## src/rtl/rs232_pkg.sv

```systemverilog
// rs232_pkg: definitions shared by the RS-232 transmitter blocks.
//   tx_state_t    : frame state machine encoding (IDLE, START, DATA, PARITY, STOP)
//   TX_IDLE_LEVEL : level of the TxD line between frames (mark)
//   clog2()       : ceiling log2, used for pointer, level and counter widths
package rs232_pkg;

  typedef enum logic [2:0] {
    IDLE   = 3'd0,
    START  = 3'd1,
    DATA   = 3'd2,
    PARITY = 3'd3,
    STOP   = 3'd4
  } tx_state_t;

  localparam logic TX_IDLE_LEVEL = 1'b1;

  function automatic int clog2(input int n);
    int r;
    r = 0;
    for (int i = 0; i < 31; i++) begin
      if ((1 << i) < n) r = i + 1;
    end
    return r;
  endfunction

endpackage

```

## src/rtl/rs232_fifo.sv

```systemverilog
// rs232_fifo: synchronous FIFO that queues characters for the transmitter.
// Ports:
//   clk, rst : clock, synchronous active-high reset (flushes the FIFO)
//   push     : write din when not full (ignored while full)
//   pop      : advance the read pointer when not empty (ignored while empty)
//   din      : write data
//   dout     : head of the FIFO (valid while empty=0)
//   full     : DEPTH entries stored
//   empty    : no entries stored
//   level    : number of stored entries, 0..DEPTH
// Pointers carry one extra wrap bit so full and empty are distinguishable.
module rs232_fifo
  import rs232_pkg::*;
#(
  parameter int DW    = 8,
  parameter int DEPTH = 4
) (
  input  logic                  clk,
  input  logic                  rst,
  input  logic                  push,
  input  logic                  pop,
  input  logic [DW-1:0]         din,
  output logic [DW-1:0]         dout,
  output logic                  full,
  output logic                  empty,
  output logic [clog2(DEPTH):0] level
);

  localparam int AW = clog2(DEPTH);

  logic [DW-1:0] mem [DEPTH];
  logic [AW:0]   wptr;
  logic [AW:0]   rptr;
  logic          do_push;
  logic          do_pop;

  assign empty   = (wptr == rptr);
  assign full    = (wptr[AW] != rptr[AW]) && (wptr[AW-1:0] == rptr[AW-1:0]);
  assign level   = wptr - rptr;
  assign dout    = mem[rptr[AW-1:0]];
  assign do_push = push & ~full;
  assign do_pop  = pop & ~empty;

  always_ff @(posedge clk) begin
    if (rst) begin
      wptr <= '0;
      rptr <= '0;
    end else begin
      if (do_push) wptr <= wptr + 1'b1;
      if (do_pop)  rptr <= rptr + 1'b1;
    end
  end

  // Storage is not reset; the pointers alone define what is valid.
  always_ff @(posedge clk) begin
    if (do_push) mem[wptr[AW-1:0]] <= din;
  end

endmodule

```

## src/rtl/rs232_tx_fifo.sv

```systemverilog
// rs232_tx_fifo: RS-232 transmitter with programmable bit time, character
// width, one or two stop bits and a small write FIFO.
// Ports:
//   clk, rst : clock, synchronous active-high reset (aborts any frame)
//   wr, data : enqueue a character when rdy=1; writes while rdy=0 are dropped
//   div      : clocks per bit (>=2), latched at the start of each frame
//   stop2    : 0 = one stop bit, 1 = two stop bits, latched per frame
//   pen,podd : parity enable / odd parity, latched per frame (parity build only)
//   rdy      : FIFO not full
//   busy     : frame in progress or characters queued
//   level    : FIFO occupancy
//   TxD      : serial line, idle high
// Build option: define RS232_TX_PARITY_EN to add an optional parity bit
// between the data bits and the stop bit(s). Without it pen/podd are ignored.
//
// Handshake: a character is accepted on a rising edge where wr=1 and rdy=1;
// rdy depends only on registered FIFO state, so a pop in the same cycle never
// makes room for a write to a full FIFO.
module rs232_tx_fifo
  import rs232_pkg::*;
#(
  parameter int DW    = 8,
  parameter int DEPTH = 4,
  parameter int DIVW  = 16
) (
  input  logic                  clk,
  input  logic                  rst,
  input  logic                  wr,
  input  logic [DW-1:0]         data,
  input  logic [DIVW-1:0]       div,
  input  logic                  stop2,
  input  logic                  pen,
  input  logic                  podd,
  output logic                  rdy,
  output logic                  busy,
  output logic [clog2(DEPTH):0] level,
  output logic                  TxD
);

  localparam int BW = clog2(DW);

  tx_state_t       state;
  tx_state_t       after_data;
  logic [DIVW-1:0] tick;
  logic [DIVW-1:0] div_q;
  logic [BW-1:0]   bitcnt;
  logic            stopcnt;
  logic            stop2_q;
  logic [DW-1:0]   shreg;
  logic [DW-1:0]   head;
  logic            full;
  logic            empty;
  logic            endtick;
  logic            last_stop;
  logic            load;

  rs232_fifo #(
    .DW    (DW),
    .DEPTH (DEPTH)
  ) u_fifo (
    .clk   (clk),
    .rst   (rst),
    .push  (wr),
    .pop   (load),
    .din   (data),
    .dout  (head),
    .full  (full),
    .empty (empty),
    .level (level)
  );

  assign rdy       = ~full;
  assign busy      = (state != IDLE) | ~empty;
  assign endtick   = (tick == div_q - 1'b1);
  assign last_stop = ~stop2_q | stopcnt;

  // A frame starts (and the FIFO is popped) either from IDLE or directly at
  // the end of the last stop bit, which gives back-to-back frames.
  assign load = ~empty & ((state == IDLE) | ((state == STOP) & endtick & last_stop));

`ifdef RS232_TX_PARITY_EN
  logic pen_q;
  logic par_q;
  assign after_data = pen_q ? PARITY : STOP;
`else
  logic unused_par;
  assign unused_par = pen ^ podd;
  assign after_data = STOP;
`endif

  always_ff @(posedge clk) begin
    if (rst) begin
      state   <= IDLE;
      tick    <= '0;
      div_q   <= '0;
      bitcnt  <= '0;
      stopcnt <= 1'b0;
      stop2_q <= 1'b0;
      shreg   <= '0;
`ifdef RS232_TX_PARITY_EN
      pen_q   <= 1'b0;
      par_q   <= 1'b0;
`endif
    end else begin
      if (state != IDLE) tick <= endtick ? '0 : tick + 1'b1;

      case (state)
        START: if (endtick) state <= DATA;
        DATA: begin
          if (endtick) begin
            shreg <= shreg >> 1;
            if (bitcnt == BW'(DW - 1)) begin
              bitcnt <= '0;
              state  <= after_data;
            end else begin
              bitcnt <= bitcnt + 1'b1;
            end
          end
        end
        PARITY: if (endtick) state <= STOP;
        STOP: begin
          if (endtick) begin
            if (!last_stop) stopcnt <= 1'b1;
            else            state   <= IDLE;
          end
        end
        default: state <= IDLE;
      endcase

      // Frame configuration is captured here so later changes to div/stop2
      // only affect the next character.
      if (load) begin
        state   <= START;
        tick    <= '0;
        bitcnt  <= '0;
        stopcnt <= 1'b0;
        shreg   <= head;
        div_q   <= div;
        stop2_q <= stop2;
`ifdef RS232_TX_PARITY_EN
        pen_q   <= pen;
        par_q   <= (^head) ^ podd;
`endif
      end
    end
  end

  always_comb begin
    TxD = TX_IDLE_LEVEL;
    case (state)
      START:  TxD = 1'b0;
      DATA:   TxD = shreg[0];
`ifdef RS232_TX_PARITY_EN
      PARITY: TxD = par_q;
`endif
      default: TxD = TX_IDLE_LEVEL;
    endcase
  end

endmodule
```

## config.mk

```make
export PLATFORM = sky130hd
export DESIGN_NAME = rs232_tx_fifo
export DESIGN_NICKNAME = d
export VERILOG_FILES = /design/src/rtl/rs232_pkg.sv /design/src/rtl/rs232_fifo.sv /design/src/rtl/rs232_tx_fifo.sv
export SDC_FILE = /design/constraint.sdc
export NUM_CORES = 1
export LEC_CHECK = 0
export BUFFER_PORTS_ARGS = -buffer_cell sky130_fd_sc_hd__buf_4
export CAP_MARGIN = 20
export CORE_MARGIN = 8
export CORE_UTILIZATION = 65
export DETAILED_ROUTE_END_ITERATION = 10
export PLACE_DENSITY = 0.85
export SETUP_SLACK_MARGIN = 0.4
export SYNTH_ARGS = -nofsm -noshare
export SYNTH_HDL_FRONTEND = slang
export SYNTH_SLANG_ARGS = --single-unit
export TNS_END_PERCENT = 1
```

## constraint.sdc

```tcl
create_clock -name clk -period 9.02 [get_ports clk]
set_input_delay 1.353 -clock clk [delete_from_list [all_inputs] [get_ports clk]]
set_output_delay 1.353 -clock clk [all_outputs]
set_load 0.05 [all_outputs]
```

==> results of run 1 <==
-- final cells by class --
cell class              count  area (um^2)
inverters                  12         45.0
flip-flops and latches     88         2080
multi-input cells         311         2280
clock inverters             7         67.6
clock buffers               9          124
repair buffers             37          275
well taps                  96          120
fillers                   460         1800
-- cells in the mapped netlist, types with 3 or more instances --
| master | instances | area [um^2] |
|---|---|---|
| a211oi_1 | 8 | 60.1 |
| a21oi_1 | 3 | 15.0 |
| a31oi_1 | 10 | 62.6 |
| and2_1 | 4 | 25.0 |
| and3_1 | 7 | 43.8 |
| and3_2 | 3 | 22.5 |
| clkbuf_1 | 19 | 71.3 |
| clkbuf_8 | 3 | 41.3 |
| dfxtp_1 | 56 | 1120 |
| edfxtp_1 | 32 | 961 |
| ha_1 | 11 | 138 |
| inv_1 | 12 | 45.0 |
| mux2i_1 | 19 | 190 |
| mux4_2 | 8 | 180 |
| nand2_1 | 49 | 184 |
| nand3_1 | 13 | 65.1 |
| nand4_1 | 11 | 68.8 |
| nor2_1 | 33 | 124 |
| nor2b_1 | 3 | 18.8 |
| nor3_1 | 6 | 30.0 |
| nor3b_1 | 4 | 30.0 |
| nor4_1 | 5 | 31.3 |
| nor4b_1 | 3 | 26.3 |
| o211ai_1 | 5 | 37.5 |
| o21ai_0 | 13 | 65.1 |
| o41ai_1 | 7 | 61.3 |
| or2b_2 | 3 | 26.3 |
| or3_1 | 4 | 25.0 |
| or4_1 | 5 | 37.5 |
| xnor2_1 | 24 | 210 |
| xor2_1 | 13 | 114 |
-- final timing paths --
kind / startpoint / end / slack [ns] / cells past startpoint
max: div_q[0]$_SDFFE_PP0P_ / u_fifo.rptr[0]$_SDFFE_PP0P_ / 5.35 / 9
min: stop2_q$_SDFFE_PP0P_ / stop2_q$_SDFFE_PP0P_ / 0.50 / 2
max reg2reg: div_q[0]$_SDFFE_PP0P_ / u_fifo.rptr[0]$_SDFFE_PP0P_ / 5.35 / 9
min reg2reg: stop2_q$_SDFFE_PP0P_ / stop2_q$_SDFFE_PP0P_ / 0.50 / 2
-- critical path, cell delays in order, from the launching register on --
cell,delay (ns)
dfxtp_1,0.37
inv_1,0.07
ha_1,0.26
or3b_1,0.56
nor4b_1,0.75
o221a_4,0.36
nand4_4,0.21
o31ai_4,0.22
buf_4,0.41
mux2_1,0.36
-- flip-flops by register name (all words and copies together) (netlist names), named ones only --
register,flops
u_fifo.wptr,3
bitcnt,3
u_fifo.mem,32
div_q,16
stop2_q,1
shreg,8
stopcnt,1
state,3
u_fifo.rptr,3
tick,16
-- cell families (layout without fill, tap and decap cells) --
| kind of cell | after synthesis | in the layout | share of synthesized area (%) |
|---|---|---|---|
| AOI/OAI and AO/OA | 67 | 67 | 11.2 |
| xor gates and xnor gates | 37 | 37 | 7.08 |
| adders and majority gates | 12 | 12 | 3.45 |
| buffers and inverters | 41 | 65 | 4.68 |
| DFF | 88 | 88 | 45.5 |
| muxes | 29 | 29 | 8.59 |
| and+or+nand+nor | 166 | 166 | 19.4 |
-- layer usage --
metal  track usage, %  vias to the layer above
li1                 -                     1659
met1             25.8                     1651
met2             32.7                      160
met3             5.19                       21
met4             8.85                        0
met5                0                        -
-- report_power, final --
group | switching (uW) | internal [uW]
Combinational | 483 | 318
Clock | 160 | 108
Sequential | 91.5 | 487
Total | 734 | 913
-- metrics by stage --
step	instance area, um^2	power [uW]	hold WS (ns)	instances
2_1_floorplan	4570	1240	0.443	440
3_3_place_gp	4790	1320	0.461	542
3_5_place_dp	4800	1360	0.479	543
4_1_cts	4990	1640	0.494	559
5_1_grt	4990	1740	0.503	560
6_report	4990	1650	0.498	560
==> impl_metrics.tcl, run 1 <==
set metrics [dict create \
    status "finished, final reports clean" \
    seq_area_frac_synth_pct 45.5 \
    peakVddDrop_uv 321 \
    grt_pass1_vias 3423 \
    final_common_cell "dfxtp_1" \
    portBuffers 33 \
    clock_latency_ns 0.37 \
    die_w_um 99.9 \
    die_y_um 99.9 \
    drt_iter0_markers 186 \
    synthesis.instances 440 \
    setup_viol_count_final 0 \
    avgSynthCellArea_um2 10.4 \
    ys_ff_latch 88 \
    cellPowerDensity_nw_per_um2 330 \
    start_kind "register" \
    highest_layer "met4" \
    drive_above_1_share_pct 17.9 \
    antenna_found_initial 0 \
    place_ws_ns 5.41 \
    cts.htree.levels 3 \
    routabilityCongestion 0.869 \
    grt_use_total_pct 20.5 \
    cts.sinks 88 \
    critPathMaxFanout 25 \
    max_freq_mhz 272 \
    numCtsBuffers 9 \
    die_area_um2 9980 \
    synth_cell_types 68 \
    hpwl_mm 6.88 \
    std_cell_rows 30 \
    ant_nets 0 \
    worst_slack_ns 5.35 \
    finClkSkew_ns 0.0102 \
    netlist_area_um2 4570 \
    cp_data_required_time_ns 9.28 \
    max-clock-path-buffers 2 \
    postLayoutCoreUtil_pct 73.5 \
    hold_viol_final 0 \
    crit_path_end_kind "register" \
    cts-resized-gates 0 \
    drc 0 \
    design.core.area_um2 6790 \
    post_cts_buffers 0 \
    num_antenna_cells 0 \
    vias_per_cell 6.23 \
    ys.flop_type "dfxtp_1" \
    grt_pass1_wl_mm 16.4 \
    firstDrtPassIters 5 \
    finalCriticalPeriod_ns 3.67 \
    critPathArrivalTime_ns 3.93 \
    wirelength_mm 9.85 \
    slew_headroom_pct 44.9 \
    fin_nets 501 \
    hold_class "register to register" \
    wl_met2_mm 4.56 \
    post-route-period-util_pct 40.7 \
    dr_wl_met3_um 673 \
    yosys_warnings 0 \
    met1_length_mm 4.41 \
    cts_tree "built" \
    area_delta_synth_final_pct 9.14 \
    num_io_pins 36 \
    rsz0062_at_grt "no" \
    initial_utilization_pct 67.3 \
    grt_max_degree 26 \
    synth_edf_count 32 \
    worstSetupPathType "register to register" \
    p_leak_uw 0.00183 \
    grt-ovfl-total 0 \
    clkSlewWorstSetupHoldPaths_ns 0.09 \
    worst_slew_pin_slew_ns 0.825 \
    syn_nets 482 \
    maxCapViolCount 0 \
    drv_slew 0 \
    wl_per_cell_um 17.6 \
    synthArstFlopShare_pct 0 \
    vias 3491 \
    setup_tns_ns 0 \
    final_cell_mix "dfxtp_1 (56), nand2_1 (49), buf_4 (36)" \
    clockRootBuffer "clkbuf_8" \
    cts_hold_buf 0 \
]
No activity file was read; power rests on OpenSTA's default activity.
==> run 2: changes to the inputs <==
CORE_UTILIZATION = 54   (was 65)
PLACE_DENSITY = 0.76   (was 0.85)
clock period = 3.3 ns   (was 9.02 ns; I/O delays follow)
==> run 2 against run 1 <==
  * Sequential power increased to 2.7 times the previous value
  * Sequential share of layout area is 1.8 points lower
  * Die area increased by 17%
  * Total power rose to 2.9 times the previous value
  * Setup slack lost 4.9 ns
  * Critical path type unchanged
  * Largest power group unchanged
  * Highest routed layer unchanged
==> impl_metrics.tcl, run 2 (same netlist as run 1, synthesis figures left out) <==
set metrics [dict create \
    wirelength_mm 9.87 \
    grt_pass1_wl_mm 16.0 \
    wl_per_cell_um 17.0 \
    setup_viol_count_final 0 \
    hold_class "input port to register" \
    post-route-period-util_pct 87.3 \
    dp.cells 562 \
    hold_viol_final 0 \
    hpwl_mm 6.85 \
    finClkSkew_ns 0.0179 \
    routabilityCongestion 0.830 \
    cellPowerDensity_nw_per_um2 930 \
    wl_met2_mm 4.54 \
    final_cell_mix "dfxtp_1 (53), nand2_1 (49), buf_4 (46)" \
    design.core.area_um2 8220 \
    die_y_um 108 \
    clockRootBuffer "clkbuf_8" \
    finalCriticalPeriod_ns 2.88 \
    highest_layer "met4" \
    r2r_start "div_q[10]$_SDFFE_PP0P_" \
    crit_buf_inv 0 \
    area_delta_synth_final_pct 14.3 \
    portBuffers 33 \
    drc 0 \
    firstDrtPassIters 4 \
    grt_use_total_pct 17.2 \
    cts.sinks 88 \
    clkSlewWorstSetupHoldPaths_ns 0.11 \
    die_area_um2 11700 \
    drv_slew 0 \
    crit_path_end_kind "register" \
    drt_iter0_markers 216 \
    crit_family "compound AO/OA/AOI/OAI gates" \
    peakVddDrop_uv 933 \
    cts_tree "built" \
    slew_headroom_pct 58.0 \
    num_antenna_cells 0 \
    fin_nets 514 \
    min_from "data[5]" \
    critPathMaxFanout 7 \
    dr_wl_met3_um 483 \
    met1_length_mm 4.69 \
    status "finished, final reports clean" \
    max-clock-path-buffers 2 \
    p_leak_uw 0.00192 \
    slowest_delay_ns 0.54 \
    antenna_found_initial 0 \
    initial_utilization_pct 55.7 \
    worstSetupPathType "register to register" \
    largest_register_ffs 32 \
    startpoint "div_q[10]$_SDFFE_PP0P_" \
    worst_slack_ns 0.420 \
    vias_per_cell 5.94 \
    critPathArrivalTime_ns 3.13 \
    grt-ovfl-total 0 \
    worst_path_max_delay_cell "or4_4" \
    start_kind "register" \
    numCtsBuffers 9 \
    std_cell_rows 33 \
    fill_cells 667 \
    clock_latency_ns 0.38 \
    setup_tns_ns 0 \
    maxCapViolCount 0 \
    cts.htree.levels 3 \
    rsz0062_at_grt "yes" \
    worst_slew_pin_slew_ns 0.629 \
    grt_max_degree 30 \
    place_ws_ns 0.186 \
    grt_pass1_vias 3316 \
    cp_data_required_time_ns 3.55 \
    vias 3457 \
    path_cells "or4_4 -> or4_1 -> a211oi_1 -> o32a_2 -> a41oi_2 -> o41ai_1 -> a31oi_1" \
    ant_nets 0 \
    die_w_um 108 \
    drive_above_1_share_pct 23.3 \
    finalNonFillerCells 582 \
    final_common_cell "dfxtp_1" \
    num_io_pins 36 \
    max_freq_mhz 347 \
]
run 2: cell types whose count changed in the layout (fill, tap and decap cells not counted), moves of 2 or more:
cell and delta:
nor4_4 +2, dfxtp_1 -3, buf_6 +2, o41ai_1 -4
buf_4 +10, dfxtp_2 +3, nor4_1 -2, o41ai_2 +4
run 2: report_power, final:
part           internal (uW)  switching (uW)  total [uW]
Clock                    296             448         744
Sequential              1330             210        1540
Combinational           1100            1480        2570
Total                   2730            2130        4860
run 2: stage by stage:
stage | total power [uW] | instance area [um^2] | util, % | hold WS [ns]
3_5_place_dp | 3820 | 4910 | 59.8 | 0.472
3_3_place_gp | 3750 | 4910 | 59.8 | 0.465
2_1_floorplan | 3420 | 4600 | - | 0.443
4_1_cts | 4650 | 5150 | 62.7 | 0.300
5_1_grt | 5130 | 5230 | 63.6 | 0.295
6_report | 4860 | 5230 | 63.6 | 0.310
run 2: area by class of cell:
type	count	area [um^2]	area share, %
repair buffers	49	383	7.33
well taps	105	131	2.51
clock buffers	9	124	2.37
flip-flops and latches	88	2090	39.9
clock inverters	7	67.6	1.29
multi-input cells	312	2390	45.7
inverters	12	45.0	0.862
run 2: path summary, 6_finish.rpt:
kind                                                   end  slack [ns]  cells past startpoint
worst min-delay path            u_fifo.mem[1][5]$_DFFE_PP_        0.31                      1
worst min register to register        stop2_q$_SDFFE_PP0P_        0.48                      2
worst max-delay path                 shreg[6]$_SDFFE_PP0P_        0.42                      7
worst max register to register       shreg[6]$_SDFFE_PP0P_        0.42                      7
run 2: routing by layer:
layer  up-vias  global-route usage [%]
li1       1685                       -
met1      1665                    22.7
met2        93                    26.5
met3        14                    3.93
met4         0                    7.04
met5         -                       0
run 2: what timing repair did:
item,in CTS,in global routing
resized for setup,7,11
pin swaps,2,2
endpoints found under the hold margin,0,0
cloned,0,1
setup buffers,1,2
endpoints found under the setup margin,37,50
hold buffers,0,0
==> run 3: changes to the inputs <==
REMOVE_ABC_BUFFERS = 1   (was default)
==> run 3 against run 2 <==
  * Count of clock-buffer cells in the layout is the same
  * Sequential share of layout area decreased by 0.41 points
  * Register-to-register slack better by 0.03 ns
  * Critical path depth grew 4
  * Design area rose by 1.1%
  * Fmax grew 1.2%
  * Critical endpoint is now shreg[3]$_SDFFE_PP0P_
  * Largest power group unchanged
==> impl_metrics.tcl, run 3 (same netlist as run 1, synthesis figures left out) <==
set metrics [dict create \
    status "finished, final reports clean" \
    cellPowerDensity_nw_per_um2 932 \
    firstDrtPassIters 4 \
    routabilityCongestion 0.849 \
    std_cell_rows 33 \
    grt_max_degree 29 \
    placed_cell_area_um2 4880 \
    finClkSkew_ns 0.0122 \
    area_delta_synth_final_pct 15.5 \
    cts.sinks 88 \
    crit_path_end_kind "register" \
    post-route-period-util_pct 86.2 \
    cts.htree.levels 3 \
    clock_latency_ns 0.36 \
    max_freq_mhz 351 \
    final_common_cell "dfxtp_1" \
    fin_area_um2 5280 \
    design.core.area_um2 8220 \
    ant_nets 0 \
    postLayoutCoreUtil_pct 64.3 \
    multi_input_area_um2 2410 \
    numCtsBuffers 9 \
    num_io_pins 36 \
    critPathArrivalTime_ns 3.13 \
    num_antenna_cells 0 \
    peakVddDrop_uv 682 \
    die_y_um 108 \
    min_to "u_fifo.mem[2][6]$_DFFE_PP_" \
    initial_utilization_pct 55.7 \
    r2r_start "div_q[0]$_SDFFE_PP0P_" \
    final_cell_mix "dfxtp_1 (52), nand2_1 (49), buf_4 (47)" \
    hpwl_mm 6.86 \
    drive_above_1_share_pct 24.5 \
    maxCapViolCount 0 \
    rr_worst_depth 11 \
    max-clock-path-buffers 2 \
    vias_per_cell 5.91 \
    die_w_um 108 \
    power_uw 4930 \
    largest_register_ffs 32 \
    fin_nets 515 \
    r2r-end "shreg[3]$_SDFFE_PP0P_" \
    seqCellArea_um2 2090 \
    drv_slew 0 \
    clkSlewWorstSetupHoldPaths_ns 0.10 \
    whs_path_depth 1 \
    min_from "data[6]" \
    critPathMaxFanout 9 \
    wirelength_mm 9.68 \
    p_leak_uw 0.00195 \
    regToRegSetupSlack_ns 0.45 \
    rsz0062_at_grt "yes" \
    cts_tree "built" \
    start_kind "register" \
    setup_viol_count_final 0 \
    drc 0 \
    grt_pass1_wl_mm 16.3 \
    wl_per_cell_um 16.6 \
    vias 3445 \
    die_area_um2 11700 \
    portBuffers 33 \
    worst_slew_pin_slew_ns 0.956 \
    hold_viol_final 0 \
    grt-ovfl-total 0 \
    fill_cells 632 \
    drt_iter0_markers 204 \
    worstSetupPathType "register to register" \
    finalCriticalPeriod_ns 2.85 \
    grt_pass1_vias 3476 \
    grt_use_total_pct 17.2 \
    hold_class "input port to register" \
    slew_headroom_pct 36.2 \
    clockRootBuffer "clkbuf_8" \
    cp_data_required_time_ns 3.59 \
    antenna_found_initial 0 \
]
-- run 3: how the worst max path moves through the flow --
stage                               start                     endpoint  slack, ns  cells past startpoint
floorplan           div_q[0]$_SDFFE_PP0P_                     register      -0.24                      9
global placement    div_q[0]$_SDFFE_PP0P_                     register       0.26                     10
detailed placement  div_q[0]$_SDFFE_PP0P_        shreg[4]$_SDFFE_PP0P_       0.21                     10
CTS                 div_q[4]$_SDFFE_PP0P_  u_fifo.rptr[0]$_SDFFE_PP0P_       0.41                      8
global route        div_q[0]$_SDFFE_PP0P_        shreg[3]$_SDFFE_PP0P_       0.28                     11
finish              div_q[0]$_SDFFE_PP0P_        shreg[3]$_SDFFE_PP0P_       0.45                     11
-- run 3: cell type report --
type                    instances  share of cell area, %
inverters                      12                  0.852
repair buffers                 51                   7.86
clock buffers                   9                   2.34
well taps                     105                   2.49
multi-input cells             311                   45.6
flip-flops and latches         88                   39.5
clock inverters                 7                   1.33
-- run 3: through the flow --
stage          hold slack, ns  worst slack [ns]  std cells  setup TNS [ns]
2_1_floorplan           0.443            -0.244        411           -1.87
4_1_cts                 0.311             0.406        583               0
5_1_grt                 0.303             0.276        583               0
3_5_place_dp            0.482             0.208        560               0
3_3_place_gp            0.465             0.260        560               0
6_report                0.325             0.455        583               0
-- run 3: power by group --
group	leakage [uW]	switching [uW]	internal (uW)
logic	0.00110	1430	1180
registers	0.000752	245	1340
clock network	0.0000977	438	299
total	0.00195	2110	2810
-- run 3: metal layers --
metal | global-route usage, % | vias to the layer above | wire length (um)
met3 | 2.91 | 15 | 377
met2 | 27.9 | 73 | 4660
met4 | 7.23 | 0 | 133
met1 | 22.2 | 1671 | 4510
met5 | 0 | - | 0
li1 | - | 1686 | -
-- run 3: what timing repair did --
action,CTS,global route
gates resized for setup,19,8
setup buffers,7,0
hold buffers,0,0
gates cloned,0,0
setup endpoints to repair,52,52
pin swaps,9,1
-- run 3: critical path, cell delays in order, from the launching register on --
cell and delay, ns:
dfxtp_2 0.36, inv_1 0.09, ha_4 0.17, or3b_4 0.40, buf_6 0.16, o221ai_1 0.29
a21oi_4 0.11, o221a_4 0.31, buf_4 0.15, a41oi_4 0.37, o41ai_2 0.15, a31oi_1 0.21
